$ cat src/rtl/uart_tx_arbiter_pkg.sv
// Shared definitions for the UART transmit arbiter and the printer blocks that feed it.
// Latency: n/a (types, constants and a pure helper function only).
// Backpressure: n/a.
package uart_tx_arbiter_pkg;

    // Arbiter FSM encodings; CR/LF are only reached when the line-ending option is built in.
    typedef enum logic [2:0] {
        ARB_IDLE = 3'd0,
        ARB_SEND = 3'd1,
        ARB_HOLD = 3'd2,
        ARB_CR   = 3'd3,
        ARB_LF   = 3'd4
    } arb_state_t;

    localparam logic [7:0] ASCII_CR = 8'h0D;
    localparam logic [7:0] ASCII_LF = 8'h0A;

    // Byte the arbiter emits on its own while in a line-ending state.
    function automatic logic [7:0] line_end_byte(input arb_state_t st);
        return (st == ARB_CR) ? ASCII_CR : ASCII_LF;
    endfunction

endpackage

$ cat src/rtl/uart_tx_arbiter_rr_pick.sv
// Round-robin picker: first set bit of valid searching upward from ptr+1, wrapping.
// Latency: purely combinational.
// Backpressure: none; found=0 when no bit of valid is set.
// Ports: valid (request vector), ptr (last served index), found, idx (chosen index).
module uart_tx_arbiter_rr_pick
    import uart_tx_arbiter_pkg::*;
#(
    parameter int NUM_REQ = 4,
    parameter int PTR_W   = $clog2(NUM_REQ)
) (
    input  logic [NUM_REQ-1:0] valid,
    input  logic [PTR_W-1:0]   ptr,
    output logic               found,
    output logic [PTR_W-1:0]   idx
);

    logic [PTR_W-1:0] cand;

    always_comb begin
        found = 1'b0;
        idx   = '0;
        cand  = '0;
        // Walk from the farthest offset back toward ptr+1 so the nearest valid index wins.
        for (int i = NUM_REQ; i >= 1; i--) begin
            cand = PTR_W'((int'(ptr) + i) % NUM_REQ);
            if (valid[cand]) begin
                found = 1'b1;
                idx   = cand;
            end
        end
    end

endmodule

$ cat src/rtl/uart_tx_arbiter.sv
// Shares one UART transmitter among NUM_REQ byte-stream sources, message-atomic round-robin.
// Latency: 1 cycle grant, then one byte per 2 cycles at best (strobe cycle + HOLD cycle).
// Backpressure: bytes only leave while tx_busy is low; the owner keeps the grant while stalled.
// Ports: clk, rst (sync, active-high); req_valid/req_data/req_last/req_ready per-lane source
//   handshake (req_ready is a one-cycle consume pulse); tx_data/new_tx_data/tx_busy to the UART;
//   grant_idx/grant_active expose the current owner.
// Option: define UART_TX_ARB_CRLF_EN to append CR, LF after every message's last byte.
module uart_tx_arbiter
    import uart_tx_arbiter_pkg::*;
#(
    parameter int NUM_REQ = 4,
    parameter int PTR_W   = $clog2(NUM_REQ)
) (
    input  logic                 clk,
    input  logic                 rst,
    input  logic [NUM_REQ-1:0]   req_valid,
    input  logic [NUM_REQ*8-1:0] req_data,
    input  logic [NUM_REQ-1:0]   req_last,
    output logic [NUM_REQ-1:0]   req_ready,
    output logic [7:0]           tx_data,
    output logic                 new_tx_data,
    input  logic                 tx_busy,
    output logic [PTR_W-1:0]     grant_idx,
    output logic                 grant_active
);

    arb_state_t       state, state_nxt;
    // Where HOLD goes next; captured when a byte is strobed so HOLD needs no extra decoding.
    arb_state_t       hold_next, hold_next_nxt;
    logic [PTR_W-1:0] ptr, ptr_nxt;
    logic [PTR_W-1:0] grant_idx_nxt;
    logic             grant_active_nxt;

    logic             pick_found;
    logic [PTR_W-1:0] pick_idx;

    logic [7:0]       owner_dat;
    logic             owner_vld;
    logic             owner_last;

    uart_tx_arbiter_rr_pick #(
        .NUM_REQ (NUM_REQ),
        .PTR_W   (PTR_W)
    ) u_pick (
        .valid (req_valid),
        .ptr   (ptr),
        .found (pick_found),
        .idx   (pick_idx)
    );

    // Owner lane mux.
    always_comb begin
        owner_dat  = '0;
        owner_vld  = 1'b0;
        owner_last = 1'b0;
        for (int i = 0; i < NUM_REQ; i++) begin
            if (grant_idx == PTR_W'(i)) begin
                owner_dat  = req_data[i*8 +: 8];
                owner_vld  = req_valid[i];
                owner_last = req_last[i];
            end
        end
    end

    always_ff @(posedge clk) begin
        if (rst) begin
            state        <= ARB_IDLE;
            hold_next    <= ARB_IDLE;
            ptr          <= '0;
            grant_idx    <= '0;
            grant_active <= 1'b0;
        end else begin
            state        <= state_nxt;
            hold_next    <= hold_next_nxt;
            ptr          <= ptr_nxt;
            grant_idx    <= grant_idx_nxt;
            grant_active <= grant_active_nxt;
        end
    end

    always_comb begin
        state_nxt        = state;
        hold_next_nxt    = hold_next;
        ptr_nxt          = ptr;
        grant_idx_nxt    = grant_idx;
        grant_active_nxt = grant_active;
        new_tx_data      = 1'b0;
        tx_data          = '0;
        req_ready        = '0;

        case (state)
            ARB_IDLE: begin
                // Grant cycle only; the first byte goes out from SEND at the earliest.
                if (pick_found) begin
                    grant_idx_nxt    = pick_idx;
                    grant_active_nxt = 1'b1;
                    state_nxt        = ARB_SEND;
                end
            end

            ARB_SEND: begin
                if (owner_vld && !tx_busy) begin
                    new_tx_data          = 1'b1;
                    tx_data              = owner_dat;
                    req_ready[grant_idx] = 1'b1;
                    state_nxt            = ARB_HOLD;
`ifdef UART_TX_ARB_CRLF_EN
                    hold_next_nxt        = owner_last ? ARB_CR : ARB_SEND;
`else
                    hold_next_nxt        = owner_last ? ARB_IDLE : ARB_SEND;
`endif
                end
            end

            // One dead cycle after every strobe so tx_busy has time to rise.
            ARB_HOLD: begin
                state_nxt = hold_next;
                if (hold_next == ARB_IDLE) begin
                    grant_active_nxt = 1'b0;
                    ptr_nxt          = grant_idx;
                end
            end

`ifdef UART_TX_ARB_CRLF_EN
            ARB_CR, ARB_LF: begin
                if (!tx_busy) begin
                    new_tx_data   = 1'b1;
                    tx_data       = line_end_byte(state);
                    state_nxt     = ARB_HOLD;
                    hold_next_nxt = (state == ARB_CR) ? ARB_LF : ARB_IDLE;
                end
            end
`endif

            default: begin
                state_nxt = ARB_IDLE;
            end
        endcase
    end

endmodule

$ cat config.mk
export PLATFORM = sky130hd
export DESIGN_NAME = uart_tx_arbiter
export DESIGN_NICKNAME = d
export VERILOG_FILES = /design/src/rtl/uart_tx_arbiter_pkg.sv /design/src/rtl/uart_tx_arbiter_rr_pick.sv /design/src/rtl/uart_tx_arbiter.sv
export SDC_FILE = /design/constraint.sdc
export NUM_CORES = 1
export LEC_CHECK = 0
export CAP_MARGIN = 20
export CORE_AREA = 2 2 51 53
export CTS_BUF_LIST = sky130_fd_sc_hd__clkbuf_4
export DETAILED_ROUTE_END_ITERATION = 8
export DIE_AREA = 0 0 53 55
export PLACE_DENSITY_LB_ADDON = 0.05
export SYNTH_ARGS = -nofsm -noshare
export SYNTH_HDL_FRONTEND = slang
export SYNTH_HIERARCHICAL = 1
export SYNTH_SLANG_ARGS = --single-unit
export TNS_END_PERCENT = 20
$ cat constraint.sdc
create_clock -name clk -period 1.6 [get_ports clk]
set_input_delay 0.16 -clock clk [delete_from_list [all_inputs] [get_ports clk]]
set_output_delay 0.16 -clock clk [all_outputs]
set_load 0.01 [all_outputs]
# Word-level counts from Yosys, hierarchy flattened
# Cells that the tools add are included.
dict set report word_totals {
  word_cells 78
  in_bits 43
  register_bits 11
}
dict set report op_classes {
  eq_ne 8
  mux 43
  magnitude_cmp 6
  n_addsub 4
  n_reduce_logical 12
}
# operator count
set op_table {}
lappend op_table {{two-way mux 8 bit} 6}
lappend op_table {{two-way mux 1 bit} 22}
lappend op_table {{less-than comparator 2 x 3 -> 1 bit (second input constant)} 5}
lappend op_table {{case mux 3 bit (3 select lines)} 1}
lappend op_table {{binary-select mux 1 bit (select 2 bit)} 4}
lappend op_table {{two-way mux 2 bit} 4}
lappend op_table {{two-way mux 4 bit} 2}
lappend op_table {{AND reduction 2 bit} 4}
lappend op_table {{logical NOT 3 bit} 2}
lappend op_table {{two-way mux 3 bit} 2}
lappend op_table {{inequality test 2 bit (second input constant)} 3}
lappend op_table {{adder 2 x 1 -> 2 bit (second input constant)} 2}
lappend op_table {{adder 2 bit (second input constant)} 2}
lappend op_table {{equality test 2 bit (second input constant)} 2}
lappend op_table {{equality test 3 x 1 -> 1 bit (second input constant)} 1}
lappend op_table {{equality test 3 x 2 -> 1 bit (second input constant)} 1}
lappend op_table {{AND reduction 3 bit} 1}
lappend op_table {{demux 1 bit (select 2 bit)} 1}
lappend op_table {{equality test 2 x 1 -> 1 bit (second input constant)} 1}
lappend op_table {{greater-or-equal comparator 2 x 1 -> 1 bit (second input constant)} 1}
lappend op_table {{logical AND 1 bit} 2}
lappend op_table {{logical NOT 2 bit} 1}
lappend op_table {{case mux 1 bit (2 select lines)} 1}
lappend op_table {{nonzero test 2 bit} 1}
lappend op_table {{logical NOT 1 bit} 1}

# Longest topological paths before layout
dict set report depth {
  ltp_word 9
  ltp_mapped 5
  ltp_nobuf 5
}

# Cells and area by module
# Netlist, hierarchy kept.
# mod n_inst area_each_um2 seq_area_each_um2 cells_each
set modules_own_cells {}
lappend modules_own_cells {uart_tx_arbiter 1 696.9 160.2 65}
lappend modules_own_cells {uart_tx_arbiter_rr_pick 1 91.3 0.0 14}

# Worst setup path before layout
# No wires, ideal clock.
dict set report synth_timing {
  kind {register to output}
  from {reg grant_idx[0]}
  to {out tx_data[3]}
  arrival_time_ns 1.451
  n_path_buf 2
  setup_slack_ns -0.011
  t_required_ns 1.440
  stages_incl_launch_ff 5
  path_cell_list {dfxtp_1 > buf_6 > buf_2 > mux4_2 > and3_1}
}
dict set report synth_between {
  elab_chain_cells 8
}
# item line_no
set synth_lines {}
lappend synth_lines {{from (decl)} uart_tx_arbiter.sv:23} ;# output logic [PTR_W-1:0] grant_idx,
lappend synth_lines {{from (signal assigned)} uart_tx_arbiter.sv:76} ;# grant_idx <= grant_idx_nxt;
lappend synth_lines {{logical NOT 2 bit} uart_tx_arbiter.sv:57} ;# if (grant_idx == PTR_W'(i)) begin
lappend synth_lines {{two-way mux 1 bit (4 in a row)} uart_tx_arbiter.sv:57}
lappend synth_lines {{logical AND 1 bit} uart_tx_arbiter.sv:102} ;# if (owner_vld && !tx_busy) begin
lappend synth_lines {{two-way mux 8 bit (*)} uart_tx_arbiter.sv:102}
lappend synth_lines {{two-way mux 8 bit (*)} uart_tx_arbiter.sv:91} ;# case (state)
lappend synth_lines {{to (decl)} uart_tx_arbiter.sv:20} ;# output logic [7:0] tx_data,
# Every way passes the cells marked *; elsewhere a longest branch is shown, timed or not.

# Final worst setup path
dict set report layout_timing {
  from {reg grant_idx[0]}
  to {out tx_data[5]}
}
# The elaborated chain is that of the path after synthesis.

==> metrics.yaml <==
layout:
  postLayoutCellArea_mm2: 0.00172
  drive_gt1_frac: 0.444
  area_growth_syn_to_layout_pct: 118
  diodes: 0
  final_util: 0.726
  nFillCells: 188
  nNetsFinal: 207
  seqCellArea_um2: 165
  multi_input_area_um2: 662
power_and_ir_drop:
  power_density_mw_per_mm2: 516
  leakage_nw: 0.713
  power.switching_mw: 0.255
  sequentialPowerShare: 0.261
  combPwrFrac: 0.566
  p_clk_frac: 0.173
  swShare: 0.288
  power_mw: 0.885
  vdd.ir_drop.worst_mv: 0.361
  p_int_mw: 0.631
synthesis:
  synth_top_family_by_area: "multiplexers"
  synth_cells: 79
  yosysWarnings: 6
  synthFlopType: "dfxtp_1"
  synthesis.area_um2: 788
  synth_top_cell_area_share: 0.203
  synth_edf_count: 0
  synth-simple-area-share: 0.229
  synth_adder_area_share: 0
  ys_seq_area_frac: 0.203
  synth_largest_area_cell: "dfxtp_1"
  synth_nets: 122
  synthArstFlopShare: 0
  yosys-top-cells-area: "dfxtp_1, mux4_1, mux4_2"
  syn_avg_cell_area_um2: 9.98
  synth-compound-area-share: 0.129
  ys_ff_latch: 8
  muxShareOfSynthArea: 0.373
  ys_types: 29
  synthXorXnorAreaFrac: 0
worst_setup_path:
  cp.required_ns: 1.44
  start_kind: "flop"
  crit_arrival_ns: 1.64
  critical_path_class: "flop to output port"
  r2r-start: "grant_idx[0]$_SDFFE_PP0P_"
  crit_chain: "mux4_2 -> buf_6 -> and3_4 -> buf_6"
  r2r_slack_ns: -0.10
  reg2regPathDepth: 5
  worst_setup_path_end_kind: "output port"
  path_common_cell: "buf_6"
  slowest_stage: "mux4_2"
  rr_endpoint: "state[0]$_SDFFE_PP0P_"
  worst-path-max-fanout: 4
  cp_slowest_stage_delay_ns: 0.58
grt:
  grt_overflow: 0
  grt_use_met1: 0.216
  use_met3: 0.0349
  grt_busiest_layer: "met2"
  antenna_found_initial: 0
  grt_max_degree: 9
  grt_pass1_wl_um: 4170
  grt_util_all_layers: 0.194
  met2_usage: 0.385
  grt_pass1_vias: 978
clock_network:
  clock_path_buffers: 2
  clk_latency_ns: 0.25
  cts_max_level: 1
  cts_root_buf: "clkbuf_4"
  cts_buffers: 3
  clk_pin_slew_ns: 0.05
  numClockSinks: 8
  tritoncts: "yes"
timing:
  fin_skew_ns: 0.00346
  maxSlewViolCount: 0
  finalHoldViolCount: 0
  fin_crit_sh: 1.12
  fin_hold_ws_ns: 0.503
  fmax_ghz: 0.556
  worstMarginPinSlew_ns: 0.394
  slew_headroom: 0.737
  final-setup-viol-count: 10
  setup_ws_ns: -0.198
  min_period_ns: 1.80
  rsz0062_at_grt: "yes"
placed_design:
  dp_slack_ns: -0.443
  dp_hpwl_um: 2100
  gp_congestion: 0.734
  dpl_cell_area_mm2: 0.00155
  port_buffers: 58
route:
  drc: 0
  routed_wl_um: 2700
  vias: 974
  firstDrtPassIters: 4
  ant_nets: 0
  via_per_inst: 5.07
  drtIter0Drc: 12
  wl_per_cell_um: 14.0
die:
  start_util: 0.333
  io-pin-count: 59
  core_area_mm2: 0.00236
  num_rows: 18
  die_h_um: 55
  die_w_um: 53
  design.die.area_mm2: 0.00292
hold_path:
  hp-class: "flop to flop"
  min_from: "grant_active$_SDFFE_PP0P_"
  holdPathEnd: "grant_active$_SDFFE_PP0P_"
  hold_depth: 2
outcome:
  outcome: "complete, but fails checks"
  violations: "setup timing"
job:
  maxCapViolCount: 0
[worst max-delay path, delay by kind of cell (launching register included)]
family	cells	cell delay (ns)
DFF	1	0.38
buffers and inverters	2	0.27
muxes	1	0.58
and+or+nand+nor	1	0.16
[worst max path at each step]
stage / startpoint / endpoint / slack, ns
final: grant_idx[0]$_SDFFE_PP0P_ / tx_data[5] / -0.20
after global routing: grant_idx[0]$_SDFFE_PP0P_ / tx_data[1] / -0.25
after CTS: grant_idx[0]$_SDFFE_PP0P_ / tx_data[4] / -0.21
after detailed placement: req_valid[3] / tx_data[0] / -0.44
after global placement: tx_busy / req_ready[0] / -0.42
after floorplan: grant_idx[0]$_SDFFE_PP0P_ / tx_data[0] / 0.05
[routing by layer]
layer / up-vias / wire length, µm
li1: 473 / -
met1: 464 / 979
met2: 35 / 1540
met3: 2 / 166
met4: 0 / 14
met5: - / 0
[power by group through the flow]
| stage | Sequential, mW | Combinational (mW) | Clock, mW |
|---|---|---|---|
| 6_report | 0.231 | 0.501 | 0.153 |
| 5_1_grt | 0.235 | 0.536 | 0.173 |
| 3_5_place_dp | 0.233 | 0.424 | 0 |
| 3_3_place_gp | 0.234 | 0.413 | 0 |
| 2_1_floorplan | 0.233 | 0.184 | 0 |
| 4_1_cts | 0.231 | 0.481 | 0.158 |
[registers in the layout (all words and copies together) (netlist names)]
signal        cells
grant_idx         2
state             2
grant_active      1
hold_next         1
ptr               2
[synthesized netlist by cell type (2+ instances only)]
cell type and number:
nor3_1 2, a31oi_1 2, inv_1 3, buf_2 3, and3_1 8, mux2i_1 5, clkbuf_1 2, dfxtp_1 8
a21oi_2 2, nand2_1 4, a21oi_1 4, mux4_2 5, mux4_1 5, nand2b_1 3, nor3b_1 3, nor2_1 7
[through the flow]
step	TNS [ns]	instances
2_1_floorplan	0	79
3_3_place_gp	-5.50	182
3_5_place_dp	-5.77	182
4_1_cts	-1.77	192
5_1_grt	-2.19	192
6_report	-1.68	192
[cell usage in the layout (no fill, tap or decap), types with 3 or more instances in the layout]
cell             instances
mux2i_1                  5
buf_4                   23
a21oi_1                  3
buf_2                    5
clkbuf_4                 3
buf_6                   13
nand2_1                  3
nor2_1                   7
clkdlybuf4s50_1         45
mux4_2                   5
and3_4                   7
mux4_1                   5
nand2b_1                 3
dfxtp_1                  6
[kinds of logic after synthesis]
family                 count (synthesis)
AOI/OAI and AO/OA                     13
and+or+nand+nor                       32
buffers and inverters                 11
muxes                                 15
DFF                                    8
[area by class of cell]
class | count | area share
clock buffers | 3 | 0.0131
multi-input cells | 60 | 0.386
flip-flops and latches | 8 | 0.0962
well taps | 30 | 0.0219
repair buffers | 87 | 0.474
inverters | 4 | 0.00875
[timing repair]
item	CTS	global route
hold buffers	0	0
hold endpoints to repair	0	0
pin swaps	8	5
setup endpoints to repair	15	14
setup buffers	7	0
gates resized for setup	77	10
No activity file was read; power rests on OpenSTA's default activity.
